`config.mk`:
```
export PLATFORM = sky130hd
export DESIGN_NAME = lc3_control_fsm
export DESIGN_NICKNAME = d
export VERILOG_FILES = /design/src/rtl/lc3_pkg.sv /design/src/rtl/lc3_mem_wait.sv /design/src/rtl/lc3_control_fsm.sv
export SDC_FILE = /design/constraint.sdc
export NUM_CORES = 1
export LEC_CHECK = 0
export ABC_AREA = 1
export BUFFER_PORTS_ARGS = -buffer_cell sky130_fd_sc_hd__buf_2
export CAP_MARGIN = 15
export CORE_MARGIN = 4
export CORE_UTILIZATION = 47
export DETAILED_ROUTE_END_ITERATION = 8
export PLACE_DENSITY_LB_ADDON = 0.15
export SLEW_MARGIN = 20
export SYNTH_ARGS = -nofsm -noshare
export SYNTH_HDL_FRONTEND = slang
export SYNTH_SLANG_ARGS = --single-unit
```
`constraint.sdc`:
```
create_clock -name clk_i -period 1.6 [get_ports clk_i]
set_input_delay 0.24 -clock clk_i [delete_from_list [all_inputs] [get_ports clk_i]]
set_output_delay 0.24 -clock clk_i [all_outputs]
set_load 0.02 [all_outputs]
```
`src/rtl/lc3_pkg.sv`:
```
// Shared encodings for the LC-3 control sequencer: state codes, opcodes and datapath mux selects.
package lc3_pkg;

  localparam int unsigned StateW   = 5;
  localparam int unsigned WaitCntW = 8;

  localparam logic [StateW-1:0] StIdle   = 5'd0;
  localparam logic [StateW-1:0] StFetch0 = 5'd1;
  localparam logic [StateW-1:0] StFetch1 = 5'd2;
  localparam logic [StateW-1:0] StFetch2 = 5'd3;
  localparam logic [StateW-1:0] StDecode = 5'd4;
  localparam logic [StateW-1:0] StAlu    = 5'd5;
  localparam logic [StateW-1:0] StBr     = 5'd6;
  localparam logic [StateW-1:0] StJmp    = 5'd7;
  localparam logic [StateW-1:0] StJsr    = 5'd8;
  localparam logic [StateW-1:0] StLd0    = 5'd9;
  localparam logic [StateW-1:0] StLd1    = 5'd10;
  localparam logic [StateW-1:0] StLd2    = 5'd11;
  localparam logic [StateW-1:0] StSt0    = 5'd12;
  localparam logic [StateW-1:0] StSt1    = 5'd13;
  localparam logic [StateW-1:0] StSt2    = 5'd14;
  localparam logic [StateW-1:0] StLea    = 5'd15;
  localparam logic [StateW-1:0] StHalt   = 5'd16;
  localparam logic [StateW-1:0] StIll    = 5'd17;
  localparam logic [StateW-1:0] StFault  = 5'd18;

  localparam logic [3:0] OpBr   = 4'b0000;
  localparam logic [3:0] OpAdd  = 4'b0001;
  localparam logic [3:0] OpLd   = 4'b0010;
  localparam logic [3:0] OpSt   = 4'b0011;
  localparam logic [3:0] OpJsr  = 4'b0100;
  localparam logic [3:0] OpAnd  = 4'b0101;
  localparam logic [3:0] OpNot  = 4'b1001;
  localparam logic [3:0] OpJmp  = 4'b1100;
  localparam logic [3:0] OpLea  = 4'b1110;
  localparam logic [3:0] OpTrap = 4'b1111;

  localparam logic [1:0] PcInc = 2'd0;
  localparam logic [1:0] PcEab = 2'd1;
  localparam logic [1:0] PcBus = 2'd2;

  localparam logic [1:0] AluAdd   = 2'd0;
  localparam logic [1:0] AluAnd   = 2'd1;
  localparam logic [1:0] AluNot   = 2'd2;
  localparam logic [1:0] AluPassA = 2'd3;

  localparam logic [1:0] Eab2Zero  = 2'd0;
  localparam logic [1:0] Eab2Off6  = 2'd1;
  localparam logic [1:0] Eab2Off9  = 2'd2;
  localparam logic [1:0] Eab2Off11 = 2'd3;

  function automatic logic [1:0] alu_op(input logic [3:0] opcode);
    case (opcode)
      OpAnd:   return AluAnd;
      OpNot:   return AluNot;
      default: return AluAdd;
    endcase
  endfunction

endpackage

```
`src/rtl/lc3_mem_wait.sv`:
```
// Memory wait-state counter: counts stalled request cycles and flags the final stalled one.
module lc3_mem_wait
  import lc3_pkg::*;
#(
  parameter int unsigned MemTimeout = 15
) (
  input  logic clk_i,
  input  logic rst_ni,
  input  logic mem_en_i,
  input  logic mem_ready_i,
  output logic timeout_o
);

  localparam logic [WaitCntW-1:0] LastCnt = WaitCntW'(MemTimeout - 1);

  logic [WaitCntW-1:0] cnt_q, cnt_d;

  // Every wait state exits on ready or timeout, so clearing then also covers the
  // "clear on entry" case for the next access.
  always_comb begin
    timeout_o = mem_en_i & ~mem_ready_i & (cnt_q == LastCnt);
    cnt_d     = '0;
    if (mem_en_i && !mem_ready_i && !timeout_o) begin
      cnt_d = cnt_q + WaitCntW'(1);
    end
  end

  always_ff @(posedge clk_i or negedge rst_ni) begin
    if (!rst_ni) begin
      cnt_q <= '0;
    end else begin
      cnt_q <= cnt_d;
    end
  end

endmodule

```
`src/rtl/lc3_control_fsm.sv`:
```
// Multi-cycle LC-3 fetch/decode/execute sequencer; Moore outputs drive the datapath controls.
module lc3_control_fsm
  import lc3_pkg::*;
#(
  parameter int unsigned MemTimeout = 15
) (
  input  logic        clk_i,
  input  logic        rst_ni,
  input  logic [15:0] ir_i,
  input  logic        n_i,
  input  logic        z_i,
  input  logic        p_i,
  input  logic        mem_ready_i,
  output logic        ld_pc_o,
  output logic [1:0]  sel_pc_o,
  output logic        ld_ir_o,
  output logic        ld_mar_o,
  output logic        ld_mdr_o,
  output logic        ld_reg_o,
  output logic        ld_cc_o,
  output logic        sel_mdr_o,
  output logic        dr_sel_o,
  output logic        sr1_sel_o,
  output logic        gate_pc_o,
  output logic        gate_mdr_o,
  output logic        gate_alu_o,
  output logic        gate_marmux_o,
  output logic [1:0]  aluk_o,
  output logic        sel_eab1_o,
  output logic [1:0]  sel_eab2_o,
  output logic        mem_en_o,
  output logic        mem_we_o,
  output logic        halted_o,
  output logic        fault_o,
  output logic        illegal_o,
  output logic [4:0]  state_o
);

  logic [StateW-1:0] state_q, state_d;
  logic [3:0]        opcode;
  logic              br_taken;
  logic              timeout;
  logic              unused_ir;

  assign opcode    = ir_i[15:12];
  assign br_taken  = (ir_i[11] & n_i) | (ir_i[10] & z_i) | (ir_i[9] & p_i);
  assign unused_ir = ^ir_i[8:0];
  assign state_o   = state_q;

  lc3_mem_wait #(
    .MemTimeout(MemTimeout)
  ) u_mem_wait (
    .clk_i      (clk_i),
    .rst_ni     (rst_ni),
    .mem_en_i   (mem_en_o),
    .mem_ready_i(mem_ready_i),
    .timeout_o  (timeout)
  );

  always_comb begin
    state_d = state_q;
    case (state_q)
      StIdle:   state_d = StFetch0;
      StFetch0: state_d = StFetch1;
      StFetch1: begin
        if (timeout) begin
          state_d = StFault;
        end else if (mem_ready_i) begin
          state_d = StFetch2;
        end
      end
      StFetch2: state_d = StDecode;
      StDecode: begin
        case (opcode)
          OpAdd, OpAnd, OpNot: state_d = StAlu;
          OpBr:                state_d = br_taken ? StBr : StFetch0;
          OpJmp:               state_d = StJmp;
          OpJsr:               state_d = StJsr;
          OpLd:                state_d = StLd0;
          OpSt:                state_d = StSt0;
          OpLea:               state_d = StLea;
          OpTrap:              state_d = StHalt;
          default:             state_d = StIll;
        endcase
      end
      StAlu, StBr, StJmp, StJsr, StLd2, StLea, StIll: state_d = StFetch0;
      StLd0: state_d = StLd1;
      StLd1: begin
        if (timeout) begin
          state_d = StFault;
        end else if (mem_ready_i) begin
          state_d = StLd2;
        end
      end
      StSt0: state_d = StSt1;
      StSt1: state_d = StSt2;
      StSt2: begin
        if (timeout) begin
          state_d = StFault;
        end else if (mem_ready_i) begin
          state_d = StFetch0;
        end
      end
      StHalt:  state_d = StHalt;
      StFault: state_d = StFault;
      default: state_d = StIdle;
    endcase
  end

  always_comb begin
    ld_pc_o       = 1'b0;
    sel_pc_o      = PcInc;
    ld_ir_o       = 1'b0;
    ld_mar_o      = 1'b0;
    ld_mdr_o      = 1'b0;
    ld_reg_o      = 1'b0;
    ld_cc_o       = 1'b0;
    sel_mdr_o     = 1'b0;
    dr_sel_o      = 1'b0;
    sr1_sel_o     = 1'b0;
    gate_pc_o     = 1'b0;
    gate_mdr_o    = 1'b0;
    gate_alu_o    = 1'b0;
    gate_marmux_o = 1'b0;
    aluk_o        = AluAdd;
    sel_eab1_o    = 1'b0;
    sel_eab2_o    = Eab2Zero;
    mem_en_o      = 1'b0;
    mem_we_o      = 1'b0;
    halted_o      = 1'b0;
    fault_o       = 1'b0;
    illegal_o     = 1'b0;
    case (state_q)
      StFetch0: begin
        gate_pc_o = 1'b1;
        ld_mar_o  = 1'b1;
        ld_pc_o   = 1'b1;
        sel_pc_o  = PcInc;
      end
      // MDR captures read data only on the completing cycle.
      StFetch1, StLd1: begin
        mem_en_o  = 1'b1;
        ld_mdr_o  = mem_ready_i;
        sel_mdr_o = 1'b0;
      end
      StFetch2: begin
        gate_mdr_o = 1'b1;
        ld_ir_o    = 1'b1;
      end
      StAlu: begin
        gate_alu_o = 1'b1;
        ld_reg_o   = 1'b1;
        ld_cc_o    = 1'b1;
        aluk_o     = alu_op(opcode);
      end
      StBr: begin
        sel_eab2_o = Eab2Off9;
        ld_pc_o    = 1'b1;
        sel_pc_o   = PcEab;
      end
      StJmp: begin
        sel_eab1_o = 1'b1;
        ld_pc_o    = 1'b1;
        sel_pc_o   = PcEab;
      end
      // Old PC goes to R7 on the same edge the PC loads, so JSRR R7 uses the old R7.
      StJsr: begin
        gate_pc_o  = 1'b1;
        ld_reg_o   = 1'b1;
        dr_sel_o   = 1'b1;
        ld_pc_o    = 1'b1;
        sel_pc_o   = PcEab;
        sel_eab1_o = ~ir_i[11];
        sel_eab2_o = ir_i[11] ? Eab2Off11 : Eab2Zero;
      end
      StLd0, StSt0: begin
        sel_eab2_o    = Eab2Off9;
        gate_marmux_o = 1'b1;
        ld_mar_o      = 1'b1;
      end
      StLd2: begin
        gate_mdr_o = 1'b1;
        ld_reg_o   = 1'b1;
        ld_cc_o    = 1'b1;
      end
      StSt1: begin
        sr1_sel_o  = 1'b1;
        aluk_o     = AluPassA;
        gate_alu_o = 1'b1;
        ld_mdr_o   = 1'b1;
        sel_mdr_o  = 1'b1;
      end
      StSt2: begin
        mem_en_o = 1'b1;
        mem_we_o = 1'b1;
      end
      StLea: begin
        sel_eab2_o    = Eab2Off9;
        gate_marmux_o = 1'b1;
        ld_reg_o      = 1'b1;
      end
      StHalt:  halted_o = 1'b1;
      StIll:   illegal_o = 1'b1;
      StFault: fault_o = 1'b1;
      default: ;
    endcase
  end

  always_ff @(posedge clk_i or negedge rst_ni) begin
    if (!rst_ni) begin
      state_q <= StIdle;
    end else begin
      state_q <= state_d;
    end
  end

endmodule

```
==> flow_summary.yaml <==
status:
  status: "complete, but fails checks"
  violations: "setup timing"
place:
  globalplace.congestion: 0.889
  io_buffers: 41
  place_area_um2: 1490
  place_inst: 269
  dp_hpwl_um: 2580
finish:
  area_growth_pct: 69.3
  diodes: 0
  nFillCells: 101
  multi_input_area_um2: 906
  ff_latch_area_um2: 332
  instances_no_fill: 293
  nets: 290
  post-route-cell-area_um2: 1970
  drive_above_1_share: 0.491
floorplanning:
  dieArea_um2: 3330
  rows: 17
  die_y_um: 57.7
  core-area_um2: 2280
  start_util: 0.511
  die_w_um: 57.7
  ios: 52
clocking:
  cts.clk_slew.worst_paths_ns: 0.08
  cts_buffer_depth: 2
  clock_sinks: 13
  cts_made_buffers: 3
  insertion_delay_ns: 0.29
  htree_levels: 1
  cts_tree: "done"
  root_buffer: "clkbuf_4"
yosys:
  synth_edf_count: 0
  async_reset_ff_frac: 1.00
  ys_seq_area_frac: 0.280
  yosysWarningCount: 0
  synth_top_area_frac: 0.280
  synthTopCellsByCount: "54 x nand2_1, 42 x nor2_1, 21 x inv_1, 15 x nand3_1, 13 x dfrtp_1"
  synth_largest_area_cell: "dfrtp_1"
  synth_flop_cell: "dfrtp_1"
  ys_ff_latch: 13
  syn_area_um2: 1160
  syn_area_per_cell_um2: 6.02
  syn_nets: 217
  synth_cells: 193
  yosys-top-cells-area: "dfrtp_1 28%, nand2_1 17%, nor2_1 14%"
  synth_most_common_cell: "nand2_1"
  ys_types: 27
detailed_routing:
  num_vias: 1692
  dr.pass1.iters: 5
  wl_met1_um: 1850
  post_drt_via_cell_ratio: 5.77
  drt-total-wl_um: 5150
  drc: 0
  initialDrtViolationCount: 160
  wl_per_cell_um: 17.6
  met2_length_um: 2490
  ant_nets: 0
  dr.max_layer_used: "met4"
  wl_met3_um: 526
setup_path:
  endpoint_kind: "primary output"
  rr_endpoint: "state_o[0]"
  startpoint_type: "flop"
  worstSetupPathType: "flop to primary output"
  path_max_fanout: 7
  arrival_ns: 1.75
  rrSetupSlack_ns: -0.06
  cp_data_required_time_ns: 1.36
  cp.buffers_inverters: 4
  ff2ff_path_depth: 12
  slowest_delay_ns: 0.49
  path_cells: "inv_2 > nor2_4 > nand3_4 > buf_4 > buf_8 > o22ai_4 > buf_6"
  path_delay_family: "buffers and inverters"
  crit_slowest_cell: "dfrtp_2"
  r2r-start: "state_o[3]"
global_route:
  grt_usage: 0.235
  antenna_found_initial: 0
  overflow: 0
  grt_pass1_vias: 1453
  grt_pass1_wl_um: 6230
  grt_max_degree: 14
pwr:
  power_density_nw_per_um2: 1370
  vdd_drop_max_mv: 1.01
  p_leak_nw: 1.04
sta:
  post-route-period-util: 1.24
  drv_slew: 0
  fin_worst_skew_ns: 0.00663
  setup_slack_ns: -0.386
  rsz0062_at_grt: "true"
  fmax_mhz: 503
  fin_tns_setup_ns: -5.50
  final-hold-violation-count: 0
  min_period_ns: 1.99
  setup_viol_count_final: 25
job:
  max_cap_viol_count: 0
worst_hold_path:
  hp-class: "input pin to asynchronous set/reset pin"
-- worst max path at each step --
stage / from / to / slack [ns] / cells after the start
6_report: state_o[3] / sel_eab1_o / -0.39 / 7
5_1_grt: state_o[3] / sel_eab2_o[1] / -0.49 / 8
4_1_cts: state_o[1] / sel_eab2_o[1] / -0.29 / 7
3_5_place_dp: state_o[1] / sel_eab2_o[1] / -0.03 / 7
3_3_place_gp: state_o[1] / sel_eab2_o[1] / 0.01 / 7
2_1_floorplan: state_o[4] / aluk_o[0] / 0.008 / 5
-- metrics by stage --
| stage | power [W] | worst slack (ns) | util | hold WS [ns] |
|---|---|---|---|---|
| after floorplan | 0.00130 | 0.00824 | - | -0.0556 |
| after global placement | 0.00170 | 0.0111 | 0.656 | 0.131 |
| after detailed placement | 0.00172 | -0.0290 | 0.656 | 0.137 |
| after CTS | 0.00231 | -0.286 | 0.780 | 0.315 |
| after global routing | 0.00284 | -0.494 | 0.865 | 0.352 |
| final | 0.00270 | -0.386 | 0.865 | 0.354 |
-- logic make-up after synthesis --
logic type / Yosys count / share of synthesized area
simple gates: 126 / 0.476
buf+inv: 32 / 0.113
compound gates: 16 / 0.0840
flops: 13 / 0.280
xor+xnor: 3 / 0.0226
fa+ha+maj: 2 / 0.0215
other cells: 1 / 0.00323
-- state kept, by name (all words and copies together) (netlist names) --
| name | flops |
|---|---|
| state_o | 5 |
| u_mem_wait.cnt_q | 8 |
-- routing by layer --
layer	global-route usage	vias up
met5	0	-
li1	-	746
met4	0.116	0
met1	0.258	753
met3	0.0401	38
met2	0.429	155
-- layout by cell type, fill, tap and decap left out, types with 4 or more instances in the layout --
cell / Yosys / final
buf_2: 0 / 21
inv_1: 21 / 17
o21ai_0: 7 / 6
nor2_1: 42 / 31
nand2_2: 1 / 7
buf_6: 0 / 18
nor2_2: 4 / 4
dfrtp_1: 13 / 8
inv_2: 8 / 11
nor2_4: 2 / 13
nand2_1: 54 / 45
nand3_1: 15 / 12
dfrtp_2: 0 / 5
buf_4: 3 / 30
-- report_power, final --
group / switching, W / leakage [nW] / internal (W)
combinational: 0.00119 / 0.860 / 0.000789
clock: 0.000108 / 0.0150 / 0.0000970
sequential: 0.000127 / 0.170 / 0.000392
total: 0.00143 / 1.04 / 0.00128
-- timing repair --
item / CTS / global route
gates resized for setup: 50 / 36
setup buffers: 13 / 9
endpoints found under the hold margin: 13 / 0
hold buffers: 1 / 0
setup endpoints to repair: 22 / 29
pin swaps: 5 / 14
-- worst register-to-register path: cells and delay by family (launching register included) --
kind | cells | cell delay [ns]
buffers and inverters | 4 | 0.41
flip-flops | 1 | 0.49
AND/OR/NAND/NOR | 8 | 0.68
-- final cells by class --
cell class,count,share of cell area
inverters,29,0.0566
well taps,28,0.0178
flip-flops and latches,13,0.168
clock buffers,4,0.0134
multi-input cells,148,0.460
repair buffers,71,0.284
Note: power is estimated with default switching activity, not from simulation.
